$ cat config.mk
export PLATFORM = sky130hd
export DESIGN_NAME = fifo_stat_buffer
export DESIGN_NICKNAME = d
export VERILOG_FILES = /design/src/rtl/fifo_stat_pkg.sv /design/src/rtl/fifo_stat_buffer_sat_counter.sv /design/src/rtl/fifo_stat_buffer.sv
export SDC_FILE = /design/constraint.sdc
export NUM_CORES = 1
export LEC_CHECK = 0
export BUFFER_PORTS_ARGS = -buffer_cell sky130_fd_sc_hd__buf_2
export CORE_MARGIN = 2
export CORE_UTILIZATION = 56
export CTS_CLUSTER_DIAMETER = 50
export DETAILED_ROUTE_END_ITERATION = 16
export PLACE_DENSITY = 0.8
export RECOVER_POWER = 25
export SYNTH_ARGS = -nofsm -noshare
export SYNTH_HDL_FRONTEND = slang
export SYNTH_SLANG_ARGS = --single-unit
$ cat constraint.sdc
create_clock -name clk_i -period 3.6 [get_ports clk_i]
set_input_delay 0.18 -clock clk_i [delete_from_list [all_inputs] [get_ports clk_i]]
set_output_delay 0.18 -clock clk_i [all_outputs]
set_load 0.03 [all_outputs]
$ cat src/rtl/fifo_stat_pkg.sv
// Shared helpers for the statistics FIFO: width arithmetic used to size the
// occupancy and watermark registers.
package fifo_stat_pkg;

  localparam int DEFAULT_FIFO_DEPTH_W = 2;
  localparam int DEFAULT_CNT_W        = DEFAULT_FIFO_DEPTH_W + 1;

  function automatic int clog2_int(input int value);
    int bits;
    int rem;
    bits = 0;
    rem  = value - 1;
    while (rem > 0) begin
      bits = bits + 1;
      rem  = rem >> 1;
    end
    return bits;
  endfunction

  // Occupancy must represent 0..DEPTH inclusive, hence one bit more than a pointer.
  function automatic int count_width(input int depth_w);
    return clog2_int((1 << depth_w) + 1);
  endfunction

endpackage

$ cat src/rtl/fifo_stat_buffer_sat_counter.sv
// Saturating up-counter with synchronous reset and clear; holds at all-ones.
module sat_counter #(
  parameter int WIDTH = 16
) (
  input  logic             clk,
  input  logic             srst,
  input  logic             inc,
  input  logic             clr,
  output logic [WIDTH-1:0] cnt
);

  localparam logic [WIDTH-1:0] CNT_ONE = WIDTH'(1);

  logic [WIDTH-1:0] cnt_reg;

  // Clear outranks a coincident increment so the clearing cycle is never counted.
  always_ff @(posedge clk) begin
    if (srst || clr) begin
      cnt_reg <= '0;
    end else if (inc && (cnt_reg != '1)) begin
      cnt_reg <= cnt_reg + CNT_ONE;
    end
  end

  assign cnt = cnt_reg;

endmodule

$ cat src/rtl/fifo_stat_buffer.sv
// First-word-fall-through FIFO with occupancy watermark, sticky overflow and
// underflow flags and saturating stall counters for buffer-sizing runs.
module fifo_stat_buffer
  import fifo_stat_pkg::*;
#(
  parameter int DATA_W       = 8,
  parameter int FIFO_DEPTH_W = 2,
  parameter int AF_THRESH    = (1 << FIFO_DEPTH_W) - 1,
  parameter int AE_THRESH    = 1,
  parameter int STAT_W       = 16
) (
  input  logic                    clk_i,
  input  logic                    rst_i,
  input  logic                    we_i,
  input  logic [DATA_W-1:0]       wdata_i,
  output logic                    wrdy_o,
  input  logic                    re_i,
  output logic [DATA_W-1:0]       rdata_o,
  output logic                    rrdy_o,
  output logic [FIFO_DEPTH_W:0]   count_o,
  output logic                    almost_full_o,
  output logic                    almost_empty_o,
  output logic [FIFO_DEPTH_W:0]   max_count_o,
  output logic                    overflow_o,
  output logic                    underflow_o,
  output logic [STAT_W-1:0]       wstall_cnt_o,
  output logic [STAT_W-1:0]       rstall_cnt_o,
  input  logic                    clr_stats_i
);

  localparam int DEPTH = 1 << FIFO_DEPTH_W;
  localparam int CNT_W = count_width(FIFO_DEPTH_W);
  localparam logic [CNT_W-1:0]        CNT_FULL = CNT_W'(DEPTH);
  localparam logic [CNT_W-1:0]        CNT_ONE  = CNT_W'(1);
  localparam logic [FIFO_DEPTH_W-1:0] PTR_ONE  = FIFO_DEPTH_W'(1);

  logic [DATA_W-1:0]       mem [DEPTH];
  logic [FIFO_DEPTH_W-1:0] wr_ptr_reg;
  logic [FIFO_DEPTH_W-1:0] rd_ptr_reg;
  logic [CNT_W-1:0]        count_reg;
  logic [CNT_W-1:0]        count_next;
  logic [CNT_W-1:0]        max_count_reg;
  logic [CNT_W-1:0]        max_count_next;
  logic                    overflow_reg;
  logic                    underflow_reg;
  logic                    wr_acc;
  logic                    rd_acc;
  logic                    wr_stall;
  logic                    rd_stall;

  // Ready flags come from registered occupancy only, never from the requests.
  assign wrdy_o   = (count_reg != CNT_FULL) & ~rst_i;
  assign rrdy_o   = (count_reg != '0) & ~rst_i;
  assign wr_acc   = we_i & wrdy_o;
  assign rd_acc   = re_i & rrdy_o;
  assign wr_stall = we_i & ~wrdy_o;
  assign rd_stall = re_i & ~rrdy_o;

  always_comb begin
    count_next = count_reg;
    if (wr_acc && !rd_acc) begin
      count_next = count_reg + CNT_ONE;
    end else if (rd_acc && !wr_acc) begin
      count_next = count_reg - CNT_ONE;
    end
  end

  // A clear restarts the watermark from the occupancy the FIFO is about to hold.
  always_comb begin
    max_count_next = max_count_reg;
    if (clr_stats_i || (count_next > max_count_reg)) begin
      max_count_next = count_next;
    end
  end

  always_ff @(posedge clk_i) begin
    if (wr_acc) begin
      mem[wr_ptr_reg] <= wdata_i;
    end
  end

  always_ff @(posedge clk_i) begin
    if (rst_i) begin
      wr_ptr_reg    <= '0;
      rd_ptr_reg    <= '0;
      count_reg     <= '0;
      max_count_reg <= '0;
      overflow_reg  <= 1'b0;
      underflow_reg <= 1'b0;
    end else begin
      if (wr_acc) begin
        wr_ptr_reg <= wr_ptr_reg + PTR_ONE;
      end
      if (rd_acc) begin
        rd_ptr_reg <= rd_ptr_reg + PTR_ONE;
      end
      count_reg     <= count_next;
      max_count_reg <= max_count_next;
      if (clr_stats_i) begin
        overflow_reg  <= 1'b0;
        underflow_reg <= 1'b0;
      end else begin
        if (wr_stall) overflow_reg  <= 1'b1;
        if (rd_stall) underflow_reg <= 1'b1;
      end
    end
  end

  sat_counter #(.WIDTH(STAT_W)) u_wstall_cnt (
    .clk  (clk_i),
    .srst (rst_i),
    .inc  (wr_stall),
    .clr  (clr_stats_i),
    .cnt  (wstall_cnt_o)
  );

  sat_counter #(.WIDTH(STAT_W)) u_rstall_cnt (
    .clk  (clk_i),
    .srst (rst_i),
    .inc  (rd_stall),
    .clr  (clr_stats_i),
    .cnt  (rstall_cnt_o)
  );

  assign rdata_o        = mem[rd_ptr_reg];
  assign count_o        = count_reg;
  assign max_count_o    = max_count_reg;
  assign almost_full_o  = count_reg >= CNT_W'(AF_THRESH);
  assign almost_empty_o = count_reg <= CNT_W'(AE_THRESH);
  assign overflow_o     = overflow_reg;
  assign underflow_o    = underflow_reg;

endmodule

==> results.cfg <==
[run_status]
outcome = finished, final reports clean

[power]
comb_power_share_pct = 20.3
pwr-share-seq_pct = 48.8
clkPwrFrac_pct = 30.9
peakVddDrop_mv = 0.3767
power.density_nw_per_um2 = 480.7
p_leak_nw = 1.468
swShare_pct = 32.88
net-switching-power_w = 0.0006689
power_w = 0.002035
p_int_w = 0.001366

[finish]
fillers = 514
layout-drive-gt1-share_pct = 20.05
largest_reg_flops = 32
n_antenna_cell = 0
mostFrequentLayoutCells = 48 x buf_2, 46 x dfxtp_1, 32 x edfxtp_1, 26 x nand2_1, 25 x a21oi_1
area_growth_pct = 14.41
num-nets-final = 431
utilization_pct = 66.28
ff_latch_area_um2 = 1882
final_common_cell = buf_2
multi_input_area_um2 = 1700

[yosys]
synthesis.nets = 371
synthCells = 344
ys_seq_area_share_pct = 50.86
synth_cell_types = 56
ys_ff_latch = 78
synthArstFlopShare_pct = 0
ys_warn_count = 0
avgSynthCellArea_um2 = 10.76
netlist_area_um2 = 3700
synth_edf_count = 32
synth_ff_type = dfxtp_1

[clocking]
cts_tree = done
cts_resized = 0
cts_root_buf = clkbuf_8
cts.htree.levels = 3
post-cts-setup-buffer-count = 0
cts_buffers = 9
clk_pin_slew_ns = 0.09
clock_path_buffers = 2
clkSinkCount = 78
hold_buffers = 0
worstSkewPairLatency_ns = 0.36

[critical_path]
crit_required_ns = 3.89
reg2reg_setup_slack_ns = 0.66
r2r_start = count_o[0]$_SDFF_PP0_
cp_max_fo = 10
cp-start-kind = flop
path_class = flop to flop
worstReg2RegEnd = max_count_o[1]$_SDFFE_PP0P_
arrival_ns = 3.22
cp-end-kind = flop
rr_worst_depth = 12

[timing]
slew_violations = 0
min_period_ns = 2.935
finClkSkew_ns = 0.008821
setup_viol = 0
tightestPinTransition_ns = 0.8258
finalSetupTns_ns = 0
period_share_pct = 81.54
rsz0062_at_grt = no
fmax_mhz = 340.7
max-slew-margin-rel_pct = 44.49
hold_viol = 0

[floorplanning]
core_um2 = 6386
die_area_um2 = 7273
die_w_um = 85.28
fp.dieH_um = 85.28
ioPinCount = 65
start_util_pct = 57.93
placementRows = 29

[global_routing]
gr-total-overflow = 0
grtUsageTotal_pct = 22.85
grt_max_degree = 28
antenna_found_initial = 0
grt_pass1_vias = 2728
grt_pass1_wl_um = 13100

[place]
hpwl_um = 5771
place_congestion = 0.8760
portBuffers = 64

[drt]
drcViolationCount = 0
avgViaCountPerCell = 6.185
antenna_left = 0
routed_wl_um = 8235
vias = 3006
drtIter0Drc = 203
wire_per_inst_um = 16.94
first_pass_iters = 6

[min_path]
hp-class = input port to flop
hold_start = wdata_i[2]
worstHoldPathCells = 1
min_to = mem[0][2]$_DFFE_PP_

[run]
max_cap_viol_count = 0
==> kinds of logic (layout without fill, tap and decap cells) <==
kind of cell	Yosys count	in the layout	share of synthesized area, %
AOI/OAI and AO/OA	81	81	15.05
xor gates and xnor gates	4	4	1.319
adders and majority gates	14	14	4.735
buffers and inverters	30	95	3.179
DFF	78	78	50.86
muxes	13	13	6.223
and+or+nand+nor	124	124	18.63
==> layer usage <==
| layer | up-vias | share of wire, % | GRT usage [%] |
|---|---|---|---|
| li1 | 1456 | - | - |
| met1 | 1425 | 44 | 30.16 |
| met2 | 111 | 47 | 36.36 |
| met3 | 14 | 7.3 | 5.447 |
| met4 | 0 | 1.7 | 9.235 |
| met5 | - | 0 | 0 |
==> power by group through the flow <==
| stage | clock network [W] | registers (W) | logic, W |
|---|---|---|---|
| 2_1_floorplan | 0 | 0.00104 | 0.000273 |
| 3_3_place_gp | 0 | 0.00101 | 0.000398 |
| 3_5_place_dp | 0 | 0.00101 | 0.000416 |
| 4_1_cts | 0.000637 | 0.000992 | 0.000418 |
| 5_1_grt | 0.000666 | 0.000998 | 0.000450 |
| 6_report | 0.000628 | 0.000993 | 0.000414 |
==> stage by stage <==
stage / hold slack (ns) / instances / cell area [um2] / setup WS (ns)
2_1_floorplan: 0.2789 / 344 / 3700 / 0.6137
4_1_cts: 0.02473 / 486 / 4253 / 0.7048
3_5_place_dp: 0.4011 / 470 / 4065 / 0.7211
3_3_place_gp: 0.3952 / 470 / 4065 / 0.8586
5_1_grt: 0.09012 / 486 / 4233 / 0.4226
6_report: 0.08046 / 486 / 4233 / 0.6647
==> layout make-up <==
type / instances / area share (%)
Tap cell: 77 / 2.276
Timing Repair Buffer: 66 / 7.449
Multi-Input combinational cell: 236 / 40.17
Clock inverter: 7 / 1.508
Sequential cell: 78 / 44.46
Clock buffer: 9 / 2.926
Inverter: 13 / 1.212
==> worst max path at each step <==
stage,start,end,slack [ns],depth (start not counted)
6_report,count_o[0]$_SDFF_PP0_,max_count_o[1]$_SDFFE_PP0P_,0.66,12
3_3_place_gp,count_o[0]$_SDFF_PP0_,max_count_o[2]$_SDFFE_PP0P_,0.86,12
2_1_floorplan,count_o[0]$_SDFF_PP0_,max_count_o[2]$_SDFFE_PP0P_,0.61,13
4_1_cts,count_o[0]$_SDFF_PP0_,max_count_o[1]$_SDFFE_PP0P_,0.70,12
5_1_grt,count_o[0]$_SDFF_PP0_,max_count_o[1]$_SDFFE_PP0P_,0.42,12
3_5_place_dp,count_o[0]$_SDFF_PP0_,max_count_o[2]$_SDFFE_PP0P_,0.72,11
==> synth_stat cells (all sizes together) (3+ instances only) <==
master   n  area, um2
a21oi   25      125.1
and3     6      37.54
and4     3      26.28
buf      4      17.52
clkbuf  13      48.80
dfxtp   46      920.9
edfxtp  32      960.9
ha      14      175.2
inv     13      51.30
mux2i    5      50.05
mux4     8      180.2
nand2   26      97.59
nand3   16      80.08
nand4    8      50.05
nor2    17      63.81
nor3     7      35.03
nor4     4      37.53
o211ai   5      37.54
o21ai    8      40.04
o31ai   14      105.1
o41ai    4      35.03
or3      9      56.30
or4     16      120.1
==> worst max-delay path, stage by stage (launching register included) <==
cell	delay (ns)
dfxtp_1	0.43
inv_1	0.12
ha_1	0.28
a21o_4	0.27
inv_4	0.09
and2_1	0.27
a21boi_0	0.34
nor2_1	0.08
ha_1	0.31
nand3_1	0.11
a21oi_1	0.26
nand2_1	0.14
a31oi_1	0.19
No activity file was read; power rests on OpenSTA's default activity.
